<file path="src/rtl/dm_port_arbiter.sv">
// Two-port arbiter and sequencer for the single-port data memory.
// Port 0 (MEM stage) and port 1 (debug/loader) share DM through a 3-cycle
// IDLE -> ACCESS -> RESP sequence. Port 1 cannot be starved beyond
// STARVE_MAX back-to-back port-0 grants. Out-of-range addresses never
// enable DM and return err=1 with rdata=0.
// Ports:
//   clk, rst                  clock and synchronous active-high reset
//   m0_req/we/addr/wdata      port 0 request, held until m0_ack
//   m0_ack/rdata/err          port 0 one-cycle response
//   m1_*                      same set for port 1
//   dm_r_en/w_en/addr/wdata   registered DM controls
//   dm_rdata                  DM read data, sampled at the end of ACCESS
module dm_port_arbiter #(
  parameter int unsigned DATA_W     = 32,
  parameter int unsigned ADDR_W     = 32,
  parameter int unsigned MEM_WORDS  = 32,
  parameter int unsigned STARVE_MAX = 4
) (
  input  logic              clk,
  input  logic              rst,
  input  logic              m0_req,
  input  logic              m0_we,
  input  logic [ADDR_W-1:0] m0_addr,
  input  logic [DATA_W-1:0] m0_wdata,
  output logic              m0_ack,
  output logic [DATA_W-1:0] m0_rdata,
  output logic              m0_err,
  input  logic              m1_req,
  input  logic              m1_we,
  input  logic [ADDR_W-1:0] m1_addr,
  input  logic [DATA_W-1:0] m1_wdata,
  output logic              m1_ack,
  output logic [DATA_W-1:0] m1_rdata,
  output logic              m1_err,
  output logic              dm_r_en,
  output logic              dm_w_en,
  output logic [ADDR_W-1:0] dm_addr,
  output logic [DATA_W-1:0] dm_wdata,
  input  logic [DATA_W-1:0] dm_rdata
);

  localparam int unsigned       CNT_W      = $clog2(STARVE_MAX + 1);
  localparam logic [CNT_W-1:0]  CNT_MAX    = CNT_W'(STARVE_MAX);
  localparam logic [ADDR_W-1:0] ADDR_LIMIT = ADDR_W'(MEM_WORDS);

  typedef enum logic [1:0] {IDLE, ACCESS, RESP} state_t;

  state_t           state;
  logic [CNT_W-1:0] starve_cnt;
  logic             sel;
  logic             we_q;
  logic             err_q;

  logic              grant1_c;
  logic              win_we_c;
  logic              win_err_c;
  logic [ADDR_W-1:0] win_addr_c;
  logic [DATA_W-1:0] win_wdata_c;
  logic [DATA_W-1:0] resp_data_c;

  // Winner selection: port 0 has priority until port 1 has waited STARVE_MAX grants
  always_comb begin
    grant1_c    = m1_req && (!m0_req || (starve_cnt == CNT_MAX));
    win_we_c    = grant1_c ? m1_we    : m0_we;
    win_addr_c  = grant1_c ? m1_addr  : m0_addr;
    win_wdata_c = grant1_c ? m1_wdata : m0_wdata;
    win_err_c   = (win_addr_c >= ADDR_LIMIT);
    // Writes and rejected accesses return zero data
    resp_data_c = (we_q || err_q) ? '0 : dm_rdata;
  end

  // Sequencer: all DM controls and responses are registered
  always_ff @(posedge clk) begin
    if (rst) begin
      state      <= IDLE;
      starve_cnt <= '0;
      sel        <= 1'b0;
      we_q       <= 1'b0;
      err_q      <= 1'b0;
      dm_r_en    <= 1'b0;
      dm_w_en    <= 1'b0;
      dm_addr    <= '0;
      dm_wdata   <= '0;
      m0_ack     <= 1'b0;
      m0_rdata   <= '0;
      m0_err     <= 1'b0;
      m1_ack     <= 1'b0;
      m1_rdata   <= '0;
      m1_err     <= 1'b0;
    end else begin
      case (state)
        IDLE: begin
          if (!m1_req || grant1_c) begin
            starve_cnt <= '0;
          end else if (starve_cnt != CNT_MAX) begin
            starve_cnt <= starve_cnt + CNT_W'(1);
          end
          if (m0_req || m1_req) begin
            sel      <= grant1_c;
            we_q     <= win_we_c;
            err_q    <= win_err_c;
            dm_r_en  <= !win_we_c && !win_err_c;
            dm_w_en  <= win_we_c && !win_err_c;
            dm_addr  <= win_err_c ? '0 : win_addr_c;
            dm_wdata <= (win_we_c && !win_err_c) ? win_wdata_c : '0;
            state    <= ACCESS;
          end
        end
        ACCESS: begin
          dm_r_en  <= 1'b0;
          dm_w_en  <= 1'b0;
          dm_addr  <= '0;
          dm_wdata <= '0;
          m0_ack   <= !sel;
          m0_rdata <= sel ? '0 : resp_data_c;
          m0_err   <= !sel && err_q;
          m1_ack   <= sel;
          m1_rdata <= sel ? resp_data_c : '0;
          m1_err   <= sel && err_q;
          state    <= RESP;
        end
        RESP: begin
          m0_ack   <= 1'b0;
          m0_rdata <= '0;
          m0_err   <= 1'b0;
          m1_ack   <= 1'b0;
          m1_rdata <= '0;
          m1_err   <= 1'b0;
          state    <= IDLE;
        end
        default: state <= IDLE;
      endcase
    end
  end

endmodule
</file>
<file path="config.mk">
export PLATFORM = sky130hd
export DESIGN_NAME = dm_port_arbiter
export DESIGN_NICKNAME = d
export VERILOG_FILES = /design/src/rtl/dm_port_arbiter.sv
export SDC_FILE = /design/constraint.sdc
export NUM_CORES = 1
export LEC_CHECK = 0
export CORE_MARGIN = 1.5
export CORE_UTILIZATION = 43
export CTS_CLUSTER_DIAMETER = 120
export DETAILED_ROUTE_END_ITERATION = 8
export PLACE_DENSITY = 0.86
export SLEW_MARGIN = 0
export SYNTH_ARGS = -nofsm -noshare
export SYNTH_HDL_FRONTEND = slang
export SYNTH_SLANG_ARGS = --single-unit
</file>
<file path="constraint.sdc">
create_clock -name clk -period 3.2 [get_ports clk]
set_clock_uncertainty 0.1 [all_clocks]
set_input_delay 0.64 -clock clk [delete_from_list [all_inputs] [get_ports clk]]
set_output_delay 0.64 -clock clk [all_outputs]
set_load 0.05 [all_outputs]
</file>
[Word level (Yosys, flattened, before mapping)]
Cells that the tools add are included.
Operators by class
  add/sub/neg operators: 1
  order comparisons: 1
  equal/unequal tests: 5
  muxes and demuxes: 26
  reductions and logical operators: 21
Operator list (number)
  32-bit two-way mux: 9
  32-bit case mux with 2 select lines: 4
  32-bit by 6-bit >= comparator with 1-bit output, second input constant: 1
  1-bit case mux with 2 select lines: 6
  3-bit two-way mux: 2
  2-bit AND reduction: 3
  2-bit nonzero test: 3
  1-bit logical AND: 5
  1-bit zero test: 5
  1-bit logical OR: 4
  2-bit case mux with 2 select lines: 1
  3-bit by 1-bit adder with 3-bit output, second input constant: 1
  3-bit == test, second input constant: 1
  1-bit two-way mux: 3
  3-bit != test, second input constant: 1
  2-bit by 1-bit == test with 1-bit output, second input constant: 1
  2-bit == test, second input constant: 1
  2-bit zero test: 1
  2-bit two-way mux: 1
  2-bit != test, second input constant: 1
Word-level totals
  register bits after elaboration: 142
  output and inout bits: 134
  logic and storage cells: 69

[Depth between registers and ports, before layout]
Gate-level depths: netlist of the first run.
  depth in word-level cells: 10
  depth in mapped cells: 9
  depth with buffers taken out: 6

[Worst setup path before layout of the first run]
Ideal clock, no wire load.
  kind: input -> register
  from: input port m1_req
  to: register dm_addr[0]
  setup time: 0.122 ns
  data arrival time: 1.791 ns
  path slack: 1.187 ns
  stages: 7
  path buffers: 3
  path through: buf_6 > o21a_4 > and4_4 > buf_6 > and4b_4 > buf_6 > a221o_1
Between the ends
  cells in the longest elaborated chain, start to end: 6
  elaborated cells between the ends (all ways): 9
RTL lines
  start, declared: RTL line 28  | input logic m1_req,
  1-bit logical AND: RTL line 63  | grant1_c = m1_req && (!m0_req || (starve_cnt == CNT_MAX));
  32-bit two-way mux: RTL line 65  | win_addr_c = grant1_c ? m1_addr : m0_addr;
  32-bit by 6-bit >= comparator with 1-bit output: RTL line 67  | win_err_c = (win_addr_c >= ADDR_LIMIT);
  32-bit two-way mux: RTL line 104  | dm_addr <= win_err_c ? '0 : win_addr_c;
  32-bit two-way mux: RTL line 98  | if (m0_req || m1_req) begin
  32-bit case mux with 2 select lines: RTL line 91  | case (state)
  end signal, assigned: RTL line 104
  end, declared: RTL line 37  | output logic [ADDR_W-1:0] dm_addr,
Several ways; a longest one is shown, not always the timed one. The select of a mux whose other input is x is not followed.
A chain may end at the register's enable or synchronous reset.

[Final worst setup path of the first run]
  from: register dm_wdata[10]
  to: output port dm_wdata[10]
RTL lines
  start, declared: RTL line 38  | output logic [DATA_W-1:0] dm_wdata,
  start signal, assigned: RTL line 105  | dm_wdata <= (win_we_c && !win_err_c) ? win_wdata_c : '0;
No word-level cell between the ends.

==> results of run 1 <==
layout make-up:
| type | count | area (um^2) |
|---|---|---|
| Timing Repair Buffer | 314 | 3130 |
| Fill cell | 967 | 3800 |
| Clock buffer | 25 | 485 |
| Tap cell | 176 | 220 |
| Sequential cell | 142 | 2840 |
| Inverter | 8 | 30.0 |
| Multi-Input combinational cell | 367 | 2680 |
| Clock inverter | 6 | 60.1 |
power by group:
group / switching, mW / internal [mW] / total [mW]
logic: 0.474 / 0.363 / 0.837
clock network: 0.700 / 1.12 / 1.82
registers: 0.0296 / 1.82 / 1.85
total: 1.20 / 3.30 / 4.50
sequential cells by signal, summed over array words and instances, names as in the netlist, 2 cells and up:
signal	cells
dm_wdata	32
m1_rdata	32
state	2
starve_cnt	3
m0_rdata	32
dm_addr	32
path summary, 6_finish.rpt:
path | startpoint | end | slack (ns)
worst max-delay path | dm_wdata[10]$_SDFFE_PP0P_ | dm_wdata[10] | 0.81
worst min-delay path | dm_addr[8]$_SDFFE_PP0P_ | dm_addr[8]$_SDFFE_PP0P_ | 0.36
worst max register to register | state[1]$_SDFFE_PP0P_ | dm_wdata[28]$_SDFFE_PP0P_ | 1.02
worst min register to register | dm_addr[8]$_SDFFE_PP0P_ | dm_addr[8]$_SDFFE_PP0P_ | 0.36
per-layer routing:
layer / vias up / track usage / wire (um)
met4: 0 / 0.110 / 571
met3: 38 / 0.0714 / 1210
met5: - / 0 / 0
li1: 2747 / - / -
met2: 255 / 0.456 / 10000
met1: 2783 / 0.340 / 8360
per-stage QoR:
stage	hold WS, ns	setup WS (ns)	instances	cell area, um^2	util
6_report	0.358	0.807	1038	9440	0.713
5_1_grt	0.375	0.782	1038	9440	0.713
4_1_cts	0.359	0.802	1038	9440	0.713
3_5_place_dp	0.343	0.509	1007	8900	0.672
3_3_place_gp	0.341	0.535	1007	8900	0.672
2_1_floorplan	0.378	1.19	579	5830	-
logic make-up after synthesis:
kind of cell,share of synthesized area
multiplexers,0.0620
flip-flops,0.488
adder cells (fa/ha/maj),0.0107
XOR/XNOR,0.00301
AO/OA/AOI/OAI,0.198
buffers and inverters,0.0569
AND/OR/NAND/NOR,0.182
placed cells by master, fill, tap and decap left out, drive strengths merged, types with 8 or more instances in the layout:
| cell type | count |
|---|---|
| clkdlybuf4s50 | 298 |
| dfxtp | 142 |
| a32oi | 96 |
| nor2 | 78 |
| mux2i | 35 |
| and2 | 33 |
| nor4bb | 32 |
| o21ai | 32 |
| clkbuf | 25 |
| buf | 16 |
| nor4 | 12 |
| inv | 8 |
==> results_dict.tcl, run 1 <==
set metrics [dict create \
    portBuffers 299 \
    overflow 0 \
    maxSlewViolCount 0 \
    maxCapViolations 0 \
    p_total_mw 4.50 \
    yosysTopAreaCellShare 0.488 \
    coreArea_um2 13200 \
    hold_depth 1 \
    synthTopCellsByArea "dfxtp_1 49%, a32oi_1 14%, mux2i_1 6.0%" \
    synth_seq_cells 142 \
    grt_max_degree 75 \
    drt-wirelength-per-cell_um 19.4 \
    grt_setup_unrepaired "false" \
    worstPathMaxFanout 2 \
    tightest_slew_ns 0.958 \
    root_buffer "clkbuf_16" \
    drc 0 \
    path_class "reg2out" \
    num_rows 42 \
    cp_top_family "buffers and inverters" \
    end_kind "primary output" \
    cts_setup_buffers 0 \
    outcome "complete, no violations" \
    gp_congestion 0.955 \
    drive_gt1_frac 0.0650 \
    via_count 5823 \
    relSlewSlack 0.360 \
    max_stage_delay_ns 0.85 \
    clk_pin_slew_worst_paths_ns 0.06 \
    die_h_um 119 \
    hpwl_um 14100 \
    crit_required_ns 2.46 \
    fmax_mhz 418 \
    r2r_cells 7 \
    grt_pass1_vias 5704 \
    synth_edf_count 0 \
    yosysMostFrequentCell "dfxtp_1" \
    setup_viol 0 \
    nets 1021 \
    cts_buffers 17 \
    antenna_left 0 \
    peakVddDrop_mv 0.400 \
    clkLatencyLatePin_ns 0.41 \
    syn_nets 750 \
    fin_crit_ns 2.39 \
    vias_per_cell 5.61 \
    area_growth_syn_to_layout_pct 62.0 \
    fp.dieW_um 119 \
    netlist_area_um2 5830 \
    htree_num_levels 4 \
    synthFlopType "dfxtp_1" \
    io_pins 300 \
    postSynthCellCount 579 \
    avgSynthCellArea_um2 10.1 \
    leakage_nw 3.51 \
    synth_top_cell_by_area "dfxtp_1" \
    cts_tree "built" \
    crit_chain "clkdlybuf4s50_1" \
    antenna_cells 0 \
    hp-class "reg2reg" \
    p_per_area_nw_per_um2 477 \
    drtIter0Drc 471 \
    synth-warning-count 0 \
    holdBufCountCts 0 \
    cts_buffer_depth 2 \
    cp.depth 1 \
    timing.final.crit_share 0.748 \
    cts_resized 0 \
    crit_path_top_delay_cell "clkdlybuf4s50_1" \
    firstDrtPassIters 5 \
    synth_cell_types 41 \
    async_flop_share 0 \
    track_usage 0.274 \
    die_area_um2 14300 \
    grt_pass1_wl_um 30700 \
    arrival_ns 1.65 \
    wirelength_um 20200 \
    initial_core_util 0.440 \
    cts.sink_count 142 \
    antenna_found_initial 0 \
    synth_commonest_cells "142 x dfxtp_1, 96 x a32oi_1, 78 x nor2_1" \
    tns_ns 0 \
    start_kind "flop" \
    cp_num_buf_inv 1 \
    hold_viol 0 \
    seq_area_frac_synth 0.488 \
]
No activity file was read; power rests on OpenSTA's default activity.
==> inputs of run 2 (changes only) <==
--- a/config.mk
+++ b/config.mk
@@ -6,10 +6,10 @@
 export NUM_CORES = 1
 export LEC_CHECK = 0
 export CORE_MARGIN = 1.5
-export CORE_UTILIZATION = 43
+export CORE_UTILIZATION = 40
 export CTS_CLUSTER_DIAMETER = 120
 export DETAILED_ROUTE_END_ITERATION = 8
-export PLACE_DENSITY = 0.86
+export PLACE_DENSITY = 0.81
 export SLEW_MARGIN = 0
 export SYNTH_ARGS = -nofsm -noshare
 export SYNTH_HDL_FRONTEND = slang
==> constraint.sdc (replaced) <==
create_clock -name clk -period 2.3 [get_ports clk]
set_clock_uncertainty 0.1 [all_clocks]
set_input_delay 0.46 -clock clk [delete_from_list [all_inputs] [get_ports clk]]
set_output_delay 0.46 -clock clk [all_outputs]
set_load 0.05 [all_outputs]
==> run 2 against run 1 <==
  * Core utilization down 2.6 points
  * Power up 46%
  * Hold slack worse by 0.13 ns
  * Combinational power up 41%
  * Cell area up 2.2%
  * Critical path depth unchanged
  * Non-clock buffer count up 13
  * First-iteration DRC count down 2.3%
  * Global-route usage down 2.2 points
  * Sequential cell count unchanged
  * Critical path type unchanged
  * Sequential share of layout area down 0.64 points
==> results_dict.tcl, run 2 (same netlist as run 1, synthesis figures left out) <==
set metrics [dict create \
    die_area_um2 15300 \
    overflow 0 \
    root_buffer "clkbuf_16" \
    htree_num_levels 4 \
    cts_setup_buffers 0 \
    holdBufCountCts 0 \
    fin_crit_ns 2.18 \
    leakage_nw 3.62 \
    portBuffers 299 \
    worst_hold_slack_ns 0.226 \
    tns_ns 0 \
    gp_congestion 0.918 \
    r2r-end "dm_wdata[11]$_SDFFE_PP0P_" \
    start_kind "flop" \
    grt_pass1_vias 5642 \
    hold-path-endpoint "we_q$_SDFFE_PP0P_" \
    initial_core_util 0.415 \
    num_rows 43 \
    cp_num_buf_inv 1 \
    cts_buffer_depth 2 \
    hp-class "in2reg" \
    final_common_cell "clkdlybuf4s50_1" \
    hp-start "rst" \
    cts_buffers 17 \
    final_cell_mix "298 x clkdlybuf4s50_1, 142 x dfxtp_1, 96 x a32oi_1" \
    clkLatencyLatePin_ns 0.41 \
    relSlewSlack 0.518 \
    peakVddDrop_mv 0.684 \
    cts_resized 0 \
    firstDrtPassIters 5 \
    hold_viol 0 \
    drtIter0Drc 460 \
    antenna_left 0 \
    nets 1034 \
    maxCapViolations 0 \
    track_usage 0.252 \
    worstPathMaxFanout 2 \
    tightest_slew_ns 0.723 \
    cts_tree "built" \
    drc 0 \
    cp_top_family "buffers and inverters" \
    hpwl_um 14300 \
    vias_per_cell 5.61 \
    placedCellCount 1024 \
    cts.sink_count 142 \
    grt_max_degree 73 \
    area_growth_syn_to_layout_pct 65.6 \
    r2r_start "state[0]$_SDFFE_PP0P_" \
    finalInstanceArea_um2 9650 \
    drt-wirelength-per-cell_um 19.1 \
    via_count 5939 \
    antenna_found_initial 2 \
    die_h_um 124 \
    clk_pin_slew_worst_paths_ns 0.06 \
    placed_cell_area_um2 9040 \
    crit_chain "clkdlybuf4s50_1" \
    hold_depth 2 \
    fin_cells 1058 \
    r2r_cells 7 \
    crit_path_top_delay_cell "clkdlybuf4s50_1" \
    setup_viol 0 \
    max_stage_delay_ns 0.84 \
    grt_pass1_wl_um 29500 \
    p_per_area_nw_per_um2 680 \
    grt_setup_unrepaired "false" \
    coreArea_um2 14000 \
    crit_required_ns 1.74 \
    drive_gt1_frac 0.0845 \
    fmax_mhz 458 \
    timing.final.crit_share 0.948 \
    wirelength_um 20200 \
    fp.dieW_um 124 \
    end_kind "primary output" \
    path_class "reg2out" \
    arrival_ns 1.62 \
    outcome "complete, no violations" \
    maxSlewViolCount 0 \
    rrSetupSlack_ns 0.21 \
    io_pins 300 \
]
[run 2: cell count changes in the layout (fill, tap and decap cells not counted)]
cell and delta:
diode_2 +2, inv_6 +2, buf_12 +3, bufinv_16 +2
buf_4 +10, clkinv_4 +3, clkbuf_1 -4, clkbuf_8 -2
[run 2: worst max path at each step]
stage	endpoint	start	depth (start not counted)	slack (ns)
5_1_grt	dm_addr[1]$_SDFFE_PP0P_	state[0]$_SDFFE_PP0P_	7	0.09
4_1_cts	dm_wdata[14]	dm_wdata[14]$_SDFFE_PP0P_	1	0.10
2_1_floorplan	dm_addr[0]$_SDFFE_PP0P_	state[0]$_SDFFE_PP0P_	9	0.40
3_5_place_dp	dm_wdata[11]$_SDFFE_PP0P_	m0_addr[16]	7	-0.15
6_report	dm_wdata[14]	dm_wdata[14]$_SDFFE_PP0P_	1	0.12
3_3_place_gp	dm_wdata[11]$_SDFFE_PP0P_	m0_addr[17]	7	-0.13
[run 2: routing by layer]
| layer | track usage | share of wire | vias to the layer above |
|---|---|---|---|
| met3 | 0.0646 | 0.072 | 50 |
| met5 | 0 | 0 | - |
| met1 | 0.282 | 0.38 | 2831 |
| li1 | - | - | 2779 |
| met4 | 0.129 | 0.034 | 0 |
| met2 | 0.442 | 0.51 | 279 |
[run 2: report_power, final]
group	switching, mW	total, mW	internal, mW
Combinational	0.656	1.18	0.526
Sequential	0.0408	2.57	2.53
Clock	1.07	2.81	1.74
Total	1.77	6.56	4.79
[run 2: area by class of cell]
type,instances,area [um^2]
Clock inverter,13,164
Clock buffer,19,443
Antenna cell,2,5.00
Timing Repair Buffer,327,3260
Sequential cell,142,2840
Inverter,8,30.0
Fill cell,1046,4390
Multi-Input combinational cell,367,2680
Tap cell,180,225
[run 2: stage by stage]
stage	worst slack, ns	utilization	power [mW]
after global routing	0.0864	0.687	6.78
after CTS	0.101	0.687	6.61
final	0.119	0.687	6.56
after floorplan	0.399	-	3.24
after global placement	-0.128	0.644	3.76
after detailed placement	-0.151	0.644	3.79
